File: config.mk
export PLATFORM = sky130hd
export DESIGN_NAME = instruction_fetch
export DESIGN_NICKNAME = d
export VERILOG_FILES = /design/src/rtl/instruction_fetch.sv
export SDC_FILE = /design/constraint.sdc
export NUM_CORES = 1
export LEC_CHECK = 0
export BUFFER_PORTS_ARGS = -buffer_cell sky130_fd_sc_hd__buf_2
export CAP_MARGIN = 20
export CORE_MARGIN = 5
export CORE_UTILIZATION = 46
export CTS_CLUSTER_DIAMETER = 60
export DETAILED_ROUTE_END_ITERATION = 10
export GPL_TIMING_DRIVEN = 1
export PLACE_DENSITY = 0.86
export SLEW_MARGIN = 20
export SYNTH_ARGS = -nofsm -noshare
export SYNTH_HDL_FRONTEND = slang
export SYNTH_SLANG_ARGS = --single-unit
File: constraint.sdc
create_clock -name clk -period 1.64 [get_ports clk]
set_input_delay 0.082 -clock clk [delete_from_list [all_inputs] [get_ports clk]]
set_output_delay 0.082 -clock clk [all_outputs]
set_load 0.01 [all_outputs]
File: src/rtl/instruction_fetch.sv
// 6502 fetch front end: program counter, reset/IRQ/NMI vector sequences and BRK injection.
// Optional NMI support is compiled in with `define FETCH_NMI_EN.
module instruction_fetch #(
  parameter logic [15:0] RESET_VECTOR = 16'hFFFC,
  parameter logic [15:0] IRQ_VECTOR   = 16'hFFFE,
  parameter logic [15:0] NMI_VECTOR   = 16'hFFFA
) (
  input  logic        clk,
  input  logic        res,
  input  logic        rdy,
  input  logic [7:0]  data_in,
  input  logic        opcode_fetch,
  input  logic        pc_enable,
  input  logic        pc_load,
  input  logic [15:0] pc_load_value,
  input  logic        vector_start,
  input  logic        irq,
  input  logic        nmi,
  input  logic        irq_disable,
  output logic [15:0] address_out,
  output logic [7:0]  instruction,
  output logic        sync,
  output logic [15:0] pc,
  output logic        interrupt_pending,
  output logic        busy
);

  typedef enum logic [2:0] {
    RST_LO,
    RST_HI,
    RUN,
    VEC_LO,
    VEC_HI
  } state_t;

  state_t      r_state;
  state_t      w_next_state;
  logic [15:0] r_pc;
  logic [15:0] w_next_pc;
  logic [7:0]  r_instruction;
  logic [7:0]  w_next_instruction;
  logic [7:0]  r_vec_lo;
  logic [7:0]  w_next_vec_lo;
  logic        r_int_sel;
  logic        w_next_int_sel;
  logic        w_nmi_pending;
  logic        w_interrupt_pending;
  logic        w_inject;
  logic [15:0] w_vec_base;

`ifdef FETCH_NMI_EN
  logic r_nmi_pending;
  logic r_nmi_prev;
  logic w_nmi_edge;
  logic w_nmi_clear;

  assign w_nmi_edge  = r_nmi_prev & ~nmi;
  assign w_nmi_clear = rdy & (r_state == RUN) & vector_start & r_nmi_pending;

  // Edge detector runs every clock, independent of rdy; a fresh edge beats the clear.
  always_ff @(posedge clk or negedge res) begin
    if (!res) begin
      r_nmi_prev    <= 1'b1;
      r_nmi_pending <= 1'b0;
    end else begin
      r_nmi_prev <= nmi;
      if (w_nmi_edge) begin
        r_nmi_pending <= 1'b1;
      end else if (w_nmi_clear) begin
        r_nmi_pending <= 1'b0;
      end
    end
  end

  assign w_nmi_pending = r_nmi_pending;
`else
  logic w_unused_nmi;

  assign w_unused_nmi  = nmi;
  assign w_nmi_pending = 1'b0;
`endif

  // r_int_sel only ever becomes 1 when an NMI is pending, so without NMI support it stays on IRQ.
  assign w_vec_base          = r_int_sel ? NMI_VECTOR : IRQ_VECTOR;
  assign w_interrupt_pending = w_nmi_pending | (~irq & ~irq_disable);
  assign w_inject            = (r_state == RUN) & opcode_fetch & w_interrupt_pending;

  always_ff @(posedge clk or negedge res) begin
    if (!res) begin
      r_state       <= RST_LO;
      r_pc          <= 16'h0000;
      r_instruction <= 8'h00;
      r_vec_lo      <= 8'h00;
      r_int_sel     <= 1'b0;
    end else if (rdy) begin
      r_state       <= w_next_state;
      r_pc          <= w_next_pc;
      r_instruction <= w_next_instruction;
      r_vec_lo      <= w_next_vec_lo;
      r_int_sel     <= w_next_int_sel;
    end
  end

  always_comb begin
    w_next_state       = r_state;
    w_next_pc          = r_pc;
    w_next_instruction = r_instruction;
    w_next_vec_lo      = r_vec_lo;
    w_next_int_sel     = r_int_sel;
    address_out        = RESET_VECTOR;
    busy               = 1'b1;
    sync               = 1'b0;

    case (r_state)
      RST_LO: begin
        address_out   = RESET_VECTOR;
        w_next_vec_lo = data_in;
        w_next_state  = RST_HI;
      end

      RST_HI: begin
        address_out  = RESET_VECTOR + 16'd1;
        w_next_pc    = {data_in, r_vec_lo};
        w_next_state = RUN;
      end

      RUN: begin
        address_out        = r_pc;
        busy               = 1'b0;
        sync               = opcode_fetch;
        w_next_instruction = w_inject ? 8'h00 : data_in;
        // An injected BRK must re-execute at the same PC, so plain increments are suppressed.
        if (pc_load) begin
          w_next_pc = pc_load_value;
        end else if (pc_enable && !w_inject) begin
          w_next_pc = r_pc + 16'd1;
        end
        if (w_inject || vector_start) begin
          w_next_int_sel = w_nmi_pending;
        end
        if (vector_start) begin
          w_next_state = VEC_LO;
        end
      end

      VEC_LO: begin
        address_out   = w_vec_base;
        w_next_vec_lo = data_in;
        w_next_state  = VEC_HI;
      end

      VEC_HI: begin
        address_out    = w_vec_base + 16'd1;
        w_next_pc      = {data_in, r_vec_lo};
        w_next_int_sel = 1'b0;
        w_next_state   = RUN;
      end

      default: begin
        w_next_state = RST_LO;
      end
    endcase
  end

  assign pc                = r_pc;
  assign instruction       = r_instruction;
  assign interrupt_pending = w_interrupt_pending;

endmodule

==> flow_summary_export.csv, run 1 <==
group,metric,value,unit
outcome,status,"finished with violations",
outcome,violations,"negative setup slack",
synthesis,ys_warn_count,0,
floorplan,floorplan.io_pins,77,
routing,avgViaCountPerCell,5.87,
critical_path,list_of_cells_traversed_by_the_critical_path,"buf_6, nor3b_4, nand2_2, a2bb2oi_4, buf_12, a21oi_2, a21oi_1",
placement,placement.cell_area,2990,um^2
power,power.internal,0.00390,W
placement,io_buffer_count,75,
critical_path,cell_type_of_the_slowest_stage_on_the_worst_timing_path,"sky130_fd_sc_hd__dfrtp_2",
layout,flow.area_growth_from_synthesis,46.9,%
routing,first_iter_violations,312,
critical_path,crit_path_end,"pc[8]",
critical_path,reg2reg_setup_slack,-100,ps
global_route,grt-ovfl-total,0,
critical_path,critical_path.endpoint_type,"register",
routing,met1_length,3170,um
synthesis,synth_nets,281,
synthesis,ys_dominant_reg_cell,"sky130_fd_sc_hd__dfrtp_1",
clock_tree,clock_sink_count,35,
floorplan,design.die.area,6570,um^2
synthesis,post_synth_num_cell_types,57,
power,power.clock.fraction,0.122,
min_path,class_of_the_tightest_hold_or_removal_check,"in -> reg",
routing,top_routing_layer_in_use,"met4",
routing,wl_per_cell,19.4,um
clock_tree,tritoncts,"built",
critical_path,r2r-end,"pc[8]",
layout,antennaDiodeCount,0,
power,comb_power_share,0.631,
power,ir_drop,1260,uV
global_route,number_of_antenna_violations_at_the_first_check_in_global_routing,0,
routing,route.detailed.drc,0,
timing,maxClockFrequency,574,MHz
timing,final_hold_violation_count,0,
floorplan,die-height,81.1,um
synthesis,synthCells,246,
synthesis,syn-mean-instance-area,9.44,um^2
critical_path,critical_r2r_launch,"r_state[0]",
clock_tree,cts-root-to-sink-buffers,2,
critical_path,worst-r2r-cell-count,7,
floorplan,coreArea,4820,um^2
placement,place_hpwl,5370,um
synthesis,synthesis.area,2320,um^2
critical_path,critical_setup_path_class,"reg -> reg",
synthesis,sequential_fraction_of_the_synthesis_area,0.377,
synthesis,synth_xor_area_frac,0.0334,
clock_tree,h_tree_depth,2,
layout,nFillCells,340,
floorplan,initial_core_util,0.482,
power,netSwitchingPower,0.00293,W
floorplan,dieWidth,81.1,um
synthesis,number_of_enable_flip_flop_cells_after_synthesis,0,
routing,antenna_left,0,
critical_path,cp_data_arrival_time,1900,ps
clock_tree,insertion_delay,300,ps
timing,report.final.setup_viol,37,
power,leakagePower,1.57,nW
routing,wl_met3,687,um
flow_run,timing.max_cap.violations,0,
global_route,grt_usage,0.240,
critical_path,slowest_stage_delay_on_critical_path,490,ps
timing,timing.clock.skew,14.1,ps
power,power_per_cell_area,2000,nW/um^2
synthesis,synth-compound-area-share,0.230,
layout,final_cells,432,
critical_path,startpoint_class_of_the_critical_path,"register",
timing,timing.final.crit_share,1.06,
synthesis,synth_seq_cells,35,
layout,finish.instance_area,3410,um^2
timing,max_slew_margin,0.652,
timing,maxSlewViolCount,0,
critical_path,startpoint,"r_state[0]",
clock_tree,clk_pin_slew_worst_paths,70,ps
routing,drt-total-wl,8400,um
timing,finalWorstPathRequiredPeriod,1740,ps
clock_tree,clockRootBuffer,"sky130_fd_sc_hd__clkbuf_8",
power,seqPwrFrac,0.247,
synthesis,synth_mux_area_frac,0.0781,
layout,drive_above_1_share,0.521,
clock_tree,tritoncts.num_buffers,5,
global_route,number_of_global_route_vias_before_repair,2420,
timing,fin_ws,-103,ps
power,switching_share,0.429,
timing,rsz_0062_raised_after_global_routing,"true",
global_route,grt_pass1_wl,11900,um
global_route,maximum_number_of_pins_on_one_net_before_global_route_repair,25,
placement,place.gp.congestion,0.869,
critical_path,worst_ep_required_time,1800,ps
floorplan,row_count,25,
critical_path,critical_path.max_fanout,12,
synthesis,dominant_combinational_cell_family_by_area_after_synthesis,"compound AO/OA/AOI/OAI gates",
synthesis,synthAdderAreaFrac,0.00539,
synthesis,synth_area_in_simple_gates,0.221,
placement,placedCellCount,410,
synthesis,asyncSetResetFlopFracSynth,1.00,
timing,worstMarginPinSlew,523,ps
layout,nets_finish,399,
routing,drt_pass_1_iters,5,
routing,num_vias,2536,
routing,wl_met2,4150,um
cells in the mapped netlist (2+ instances only):
cell type	n	share of area
sky130_fd_sc_hd__o21ai_0	12	0.026
sky130_fd_sc_hd__o211ai_1	2	0.0065
sky130_fd_sc_hd__or3_1	3	0.0081
sky130_fd_sc_hd__nand3_1	9	0.019
sky130_fd_sc_hd__mux2_4	8	0.052
sky130_fd_sc_hd__a22o_1	8	0.030
sky130_fd_sc_hd__mux2i_1	5	0.022
sky130_fd_sc_hd__a21oi_1	22	0.047
sky130_fd_sc_hd__clkbuf_1	8	0.013
sky130_fd_sc_hd__buf_6	3	0.015
sky130_fd_sc_hd__o31ai_1	2	0.0065
sky130_fd_sc_hd__inv_1	5	0.0081
sky130_fd_sc_hd__xor2_1	3	0.011
sky130_fd_sc_hd__xnor2_1	4	0.015
sky130_fd_sc_hd__nand4_1	3	0.0081
sky130_fd_sc_hd__nor2b_1	3	0.0081
sky130_fd_sc_hd__o21ai_1	7	0.015
sky130_fd_sc_hd__buf_2	3	0.0065
sky130_fd_sc_hd__nor3_1	4	0.0086
sky130_fd_sc_hd__nand3b_1	2	0.0065
sky130_fd_sc_hd__nand2b_1	18	0.048
sky130_fd_sc_hd__o22ai_1	2	0.0054
sky130_fd_sc_hd__or4_1	3	0.0097
sky130_fd_sc_hd__a31oi_1	2	0.0054
sky130_fd_sc_hd__dfrtp_1	35	0.38
sky130_fd_sc_hd__a32oi_1	2	0.0075
sky130_fd_sc_hd__nand2_1	19	0.031
sky130_fd_sc_hd__a211oi_1	2	0.0065
sky130_fd_sc_hd__o211ai_2	2	0.011
sky130_fd_sc_hd__nor2_1	15	0.024
sky130_fd_sc_hd__buf_4	4	0.013
cells by family after synthesis:
group,Yosys count
and+or+nand+nor,91
AOI/OAI and AO/OA,74
DFF,35
buffers and inverters,23
muxes,14
xor gates and xnor gates,8
adders and majority gates,1
registers in the layout, summed over array words and instances, names as in the netlist:
name         cells
pc              16
instruction      8
r_vec_lo         8
r_state          3
power groups by stage:
stage / clock network, W / registers, W / logic, W
finish: 0.000835 / 0.00169 / 0.00431
global route: 0.000876 / 0.00173 / 0.00461
floorplan: 0 / 0.00176 / 0.00203
detailed placement: 0 / 0.00163 / 0.00357
global placement: 0 / 0.00161 / 0.00344
CTS: 0.000820 / 0.00163 / 0.00382
per-layer routing:
layer / global-route usage / up-vias
met2: 0.391 / 149
met3: 0.0532 / 44
met4: 0.145 / 0
li1: - / 1121
met5: 0 / -
met1: 0.289 / 1222
cells in the final DEF (no fill, tap or decap), types with 3 or more instances in the layout:
master	instances
sky130_fd_sc_hd__a21oi_4	4
sky130_fd_sc_hd__xor2_1	3
sky130_fd_sc_hd__buf_4	42
sky130_fd_sc_hd__a22o_1	8
sky130_fd_sc_hd__nand4_1	3
sky130_fd_sc_hd__dfrtp_2	4
sky130_fd_sc_hd__nor2_2	3
sky130_fd_sc_hd__nand2b_1	18
sky130_fd_sc_hd__o21ai_0	11
sky130_fd_sc_hd__dfrtp_1	31
sky130_fd_sc_hd__nand2_1	19
sky130_fd_sc_hd__buf_2	76
sky130_fd_sc_hd__mux2_4	8
sky130_fd_sc_hd__mux2i_1	5
sky130_fd_sc_hd__xnor2_1	4
sky130_fd_sc_hd__nand3_1	9
sky130_fd_sc_hd__nor2b_1	3
sky130_fd_sc_hd__inv_1	4
sky130_fd_sc_hd__clkbuf_8	6
sky130_fd_sc_hd__o21ai_1	7
sky130_fd_sc_hd__a21oi_2	6
sky130_fd_sc_hd__nor3_1	3
sky130_fd_sc_hd__a21oi_1	14
sky130_fd_sc_hd__buf_6	7
sky130_fd_sc_hd__nor2_1	12
through the flow:
| stage | setup TNS [ps] | power (W) | hold slack (ps) | util | setup slack [ps] |
|---|---|---|---|---|---|
| 6_report | -1570 | 0.00684 | 52.6 | 0.708 | -103 |
| 4_1_cts | -494 | 0.00627 | 46.3 | 0.671 | -44.6 |
| 3_3_place_gp | -254 | 0.00506 | 72.9 | 0.620 | -30.6 |
| 3_5_place_dp | -1170 | 0.00520 | 85.5 | 0.620 | -124 |
| 2_1_floorplan | -481 | 0.00379 | -214 | - | -53.8 |
| 5_1_grt | -4270 | 0.00722 | 51.5 | 0.708 | -184 |
layout make-up:
class / instances / area (um^2) / area share
Multi-Input combinational cell: 188 / 1470 / 0.431
Sequential cell: 35 / 881 / 0.258
Timing Repair Buffer: 129 / 840 / 0.246
Tap cell: 67 / 83.8 / 0.0246
Clock buffer: 6 / 82.6 / 0.0242
Clock inverter: 2 / 35.0 / 0.0103
Inverter: 5 / 18.8 / 0.00550
worst max-delay path, delay by kind of cell (launching register included):
family / cells / cell delay, ps
flops: 1 / 490
compound gates: 3 / 460
simple gates: 2 / 340
buf+inv: 2 / 300
worst min path at each step:
stage               slack, ps        endpoint        from  cells past startpoint
floorplan                -210  instruction[0]         res                      0
global placement           70  instruction[0]         res                      1
detailed placement         90     r_vec_lo[4]         res                      1
CTS                        50  instruction[0]  data_in[0]                      2
global route               50  instruction[1]  data_in[1]                      2
finish                     50  instruction[0]  data_in[0]                      2
what timing repair did:
action | 4_1_cts | 5_1_grt
endpoints found under the hold margin | 21 | 0
setup endpoints to repair | 45 | 49
pin swaps | 2 | 8
gates resized for setup | 17 | 27
hold buffers | 1 | 0
setup buffers | 5 | 7
cloned | 0 | 1
(Power assumes the default switching activity.)
==> run 2, diff against run 1 <==
--- a/config.mk
+++ b/config.mk
@@ -6,12 +6,12 @@
 export NUM_CORES = 1
 export LEC_CHECK = 0
-export BUFFER_PORTS_ARGS = -buffer_cell sky130_fd_sc_hd__buf_2
 export CAP_MARGIN = 20
 export CORE_MARGIN = 5
-export CORE_UTILIZATION = 46
+export CORE_UTILIZATION = 50
 export CTS_CLUSTER_DIAMETER = 60
 export DETAILED_ROUTE_END_ITERATION = 10
+export DONT_BUFFER_PORTS = 1
 export GPL_TIMING_DRIVEN = 1
-export PLACE_DENSITY = 0.86
+export PLACE_DENSITY = 0.77
 export SLEW_MARGIN = 20
 export SYNTH_ARGS = -nofsm -noshare
==> constraint.sdc (replaced) <==
create_clock -name clk -period 1.64 [get_ports clk]
set_input_delay 0.082 -clock clk [delete_from_list [all_inputs] [get_ports clk]]
set_output_delay 0.082 -clock clk [all_outputs]
set_load 0.1 [all_outputs]
==> flow_summary_export.csv, run 2 (synthesis gave the netlist of run 1 again) <==
group,metric,value,unit
outcome,status,"finished with violations",
outcome,violations,"negative hold slack, negative setup slack",
min_path,class_of_the_tightest_hold_or_removal_check,"in -> reg",
flow_run,timing.max_cap.violations,0,
routing,route.detailed.drc,0,
routing,antenna_left,0,
layout,finish.instance_area,3920,um^2
critical_path,cell_type_of_the_slowest_stage_on_the_worst_timing_path,"sky130_fd_sc_hd__dfrtp_2",
floorplan,row_count,24,
layout,nets_finish,372,
global_route,number_of_antenna_violations_at_the_first_check_in_global_routing,0,
floorplan,initial_core_util,0.523,
global_route,maximum_number_of_pins_on_one_net_before_global_route_repair,40,
global_route,number_of_global_route_vias_before_repair,2445,
critical_path,timing.critical_path.max_delay_family,"buffers and inverters",
placement,place.gp.congestion,0.855,
floorplan,design.die.area,6110,um^2
layout,largest_register_ffs,16,
layout,final_cell_mix,"40 x sky130_fd_sc_hd__buf_4, 26 x sky130_fd_sc_hd__buf_6, 20 x sky130_fd_sc_hd__buf_12",
clock_tree,cts-root-to-sink-buffers,2,
clock_tree,clk_pin_slew_worst_paths,90,ps
critical_path,cp_data_arrival_time,2070,ps
critical_path,worst_ep_required_time,1830,ps
timing,rsz_0062_raised_after_global_routing,"true",
clock_tree,tritoncts,"built",
floorplan,coreArea,4440,um^2
clock_tree,insertion_delay,300,ps
placement,placedCellCount,343,
global_route,grt_usage,0.272,
clock_tree,clock_sink_count,35,
routing,avgViaCountPerCell,6.64,
floorplan,dieWidth,78.2,um
floorplan,die-height,78.2,um
layout,antennaDiodeCount,0,
clock_tree,h_tree_depth,2,
layout,final_cells,390,
timing,timing.clock.skew,10.1,ps
critical_path,list_of_cells_traversed_by_the_critical_path,"buf_6, xnor2_4, nor2_4, buf_6, o2bb2ai_4, buf_6, o22ai_2, o21ai_1",
placement,place_hpwl,4920,um
layout,flow.area_growth_from_synthesis,68.9,%
critical_path,crit_path_frequent_cell,"sky130_fd_sc_hd__buf_6",
timing,maxClockFrequency,533,MHz
critical_path,critical_path.endpoint_type,"register",
routing,first_iter_violations,405,
placement,io_buffer_count,0,
timing,fin_ws,-237,ps
floorplan,floorplan.io_pins,77,
clock_tree,clockRootBuffer,"sky130_fd_sc_hd__clkbuf_8",
global_route,grt_pass1_wl,13000,um
critical_path,critical_setup_path_class,"reg -> reg",
routing,drt_pass_1_iters,7,
critical_path,slowest_stage_delay_on_critical_path,450,ps
placement,placement.cell_area,2870,um^2
global_route,grt-ovfl-total,0,
critical_path,cp.buffers_inverters,3,
timing,final_hold_violation_count,1,
timing,finalWorstPathRequiredPeriod,1880,ps
routing,drt-total-wl,9750,um
timing,timing.final.crit_share,1.14,
timing,worstMarginPinSlew,365,ps
layout,layout_commonest_cell,"sky130_fd_sc_hd__buf_4",
timing,max_slew_margin,0.757,
routing,num_vias,2591,
timing,report.final.setup_viol,47,
clock_tree,tritoncts.num_buffers,5,
timing,whs,-15.8,ps
critical_path,startpoint_class_of_the_critical_path,"register",
critical_path,critical_path.max_fanout,8,
critical_path,reg2reg_setup_slack,-240,ps
routing,wl_per_cell,25.0,um
layout,drive_above_1_share,0.547,
timing,maxSlewViolCount,0,
run 2: path summary, 6_finish.rpt:
| kind | start | to | cells past startpoint |
|---|---|---|---|
| worst max register to register | r_state[0] | pc[13] | 8 |
| worst min-delay path | rdy | r_state[1] | 3 |
| worst max-delay path | r_state[0] | pc[13] | 8 |
| worst min register to register | instruction[4] | instruction[4] | 1 |
| max in group asynchronous | res | pc[7] | 2 |
| min in group asynchronous | res | r_vec_lo[3] | 2 |
run 2: per-stage QoR:
| stage | setup WS, ps | utilization | TNS [ps] |
|---|---|---|---|
| floorplan | -257 | - | -2700 |
| global placement | -40.5 | 0.646 | -373 |
| detailed placement | -66.5 | 0.646 | -967 |
| CTS | -107 | 0.799 | -1380 |
| global route | -297 | 0.882 | -6320 |
| finish | -237 | 0.882 | -4590 |
run 2: layout make-up:
cell class,count,area [um^2]
fillers,183,523
flip-flops and latches,35,925
clock buffers,5,68.8
repair buffers,100,1140
inverters,5,23.8
multi-input cells,190,1650
clock inverters,3,47.5
well taps,52,65.1
run 2: what timing repair did:
item / 4_1_cts / 5_1_grt
setup endpoints to repair: 45 / 50
cloned: 3 / 0
buffers inserted: 15 / 9
hold buffers: 12 / 2
hold endpoints to repair: 59 / 6
gates resized for setup: 64 / 69
pin swaps: 7 / 25
run 2: per-layer routing:
metal	routed length, um	vias up	GRT usage
met2	4670	223	0.441
li1	-	1077	-
met1	3480	1234	0.327
met4	595	0	0.149
met3	1010	57	0.0789
met5	0	-	0
run 2: worst reg2reg max path: stages, from the launching register on:
cell and delay [ps]:
sky130_fd_sc_hd__dfrtp_2 450, sky130_fd_sc_hd__buf_6 140, sky130_fd_sc_hd__xnor2_4 180, sky130_fd_sc_hd__nor2_4 240, sky130_fd_sc_hd__buf_6 140, sky130_fd_sc_hd__o2bb2ai_4 130, sky130_fd_sc_hd__buf_6 180, sky130_fd_sc_hd__o22ai_2 110
sky130_fd_sc_hd__o21ai_1 210
Power of run 2 is left out: the tool's default activity adds up to more than one toggle a clock period on the data nets, which glitch-free logic cannot reach.
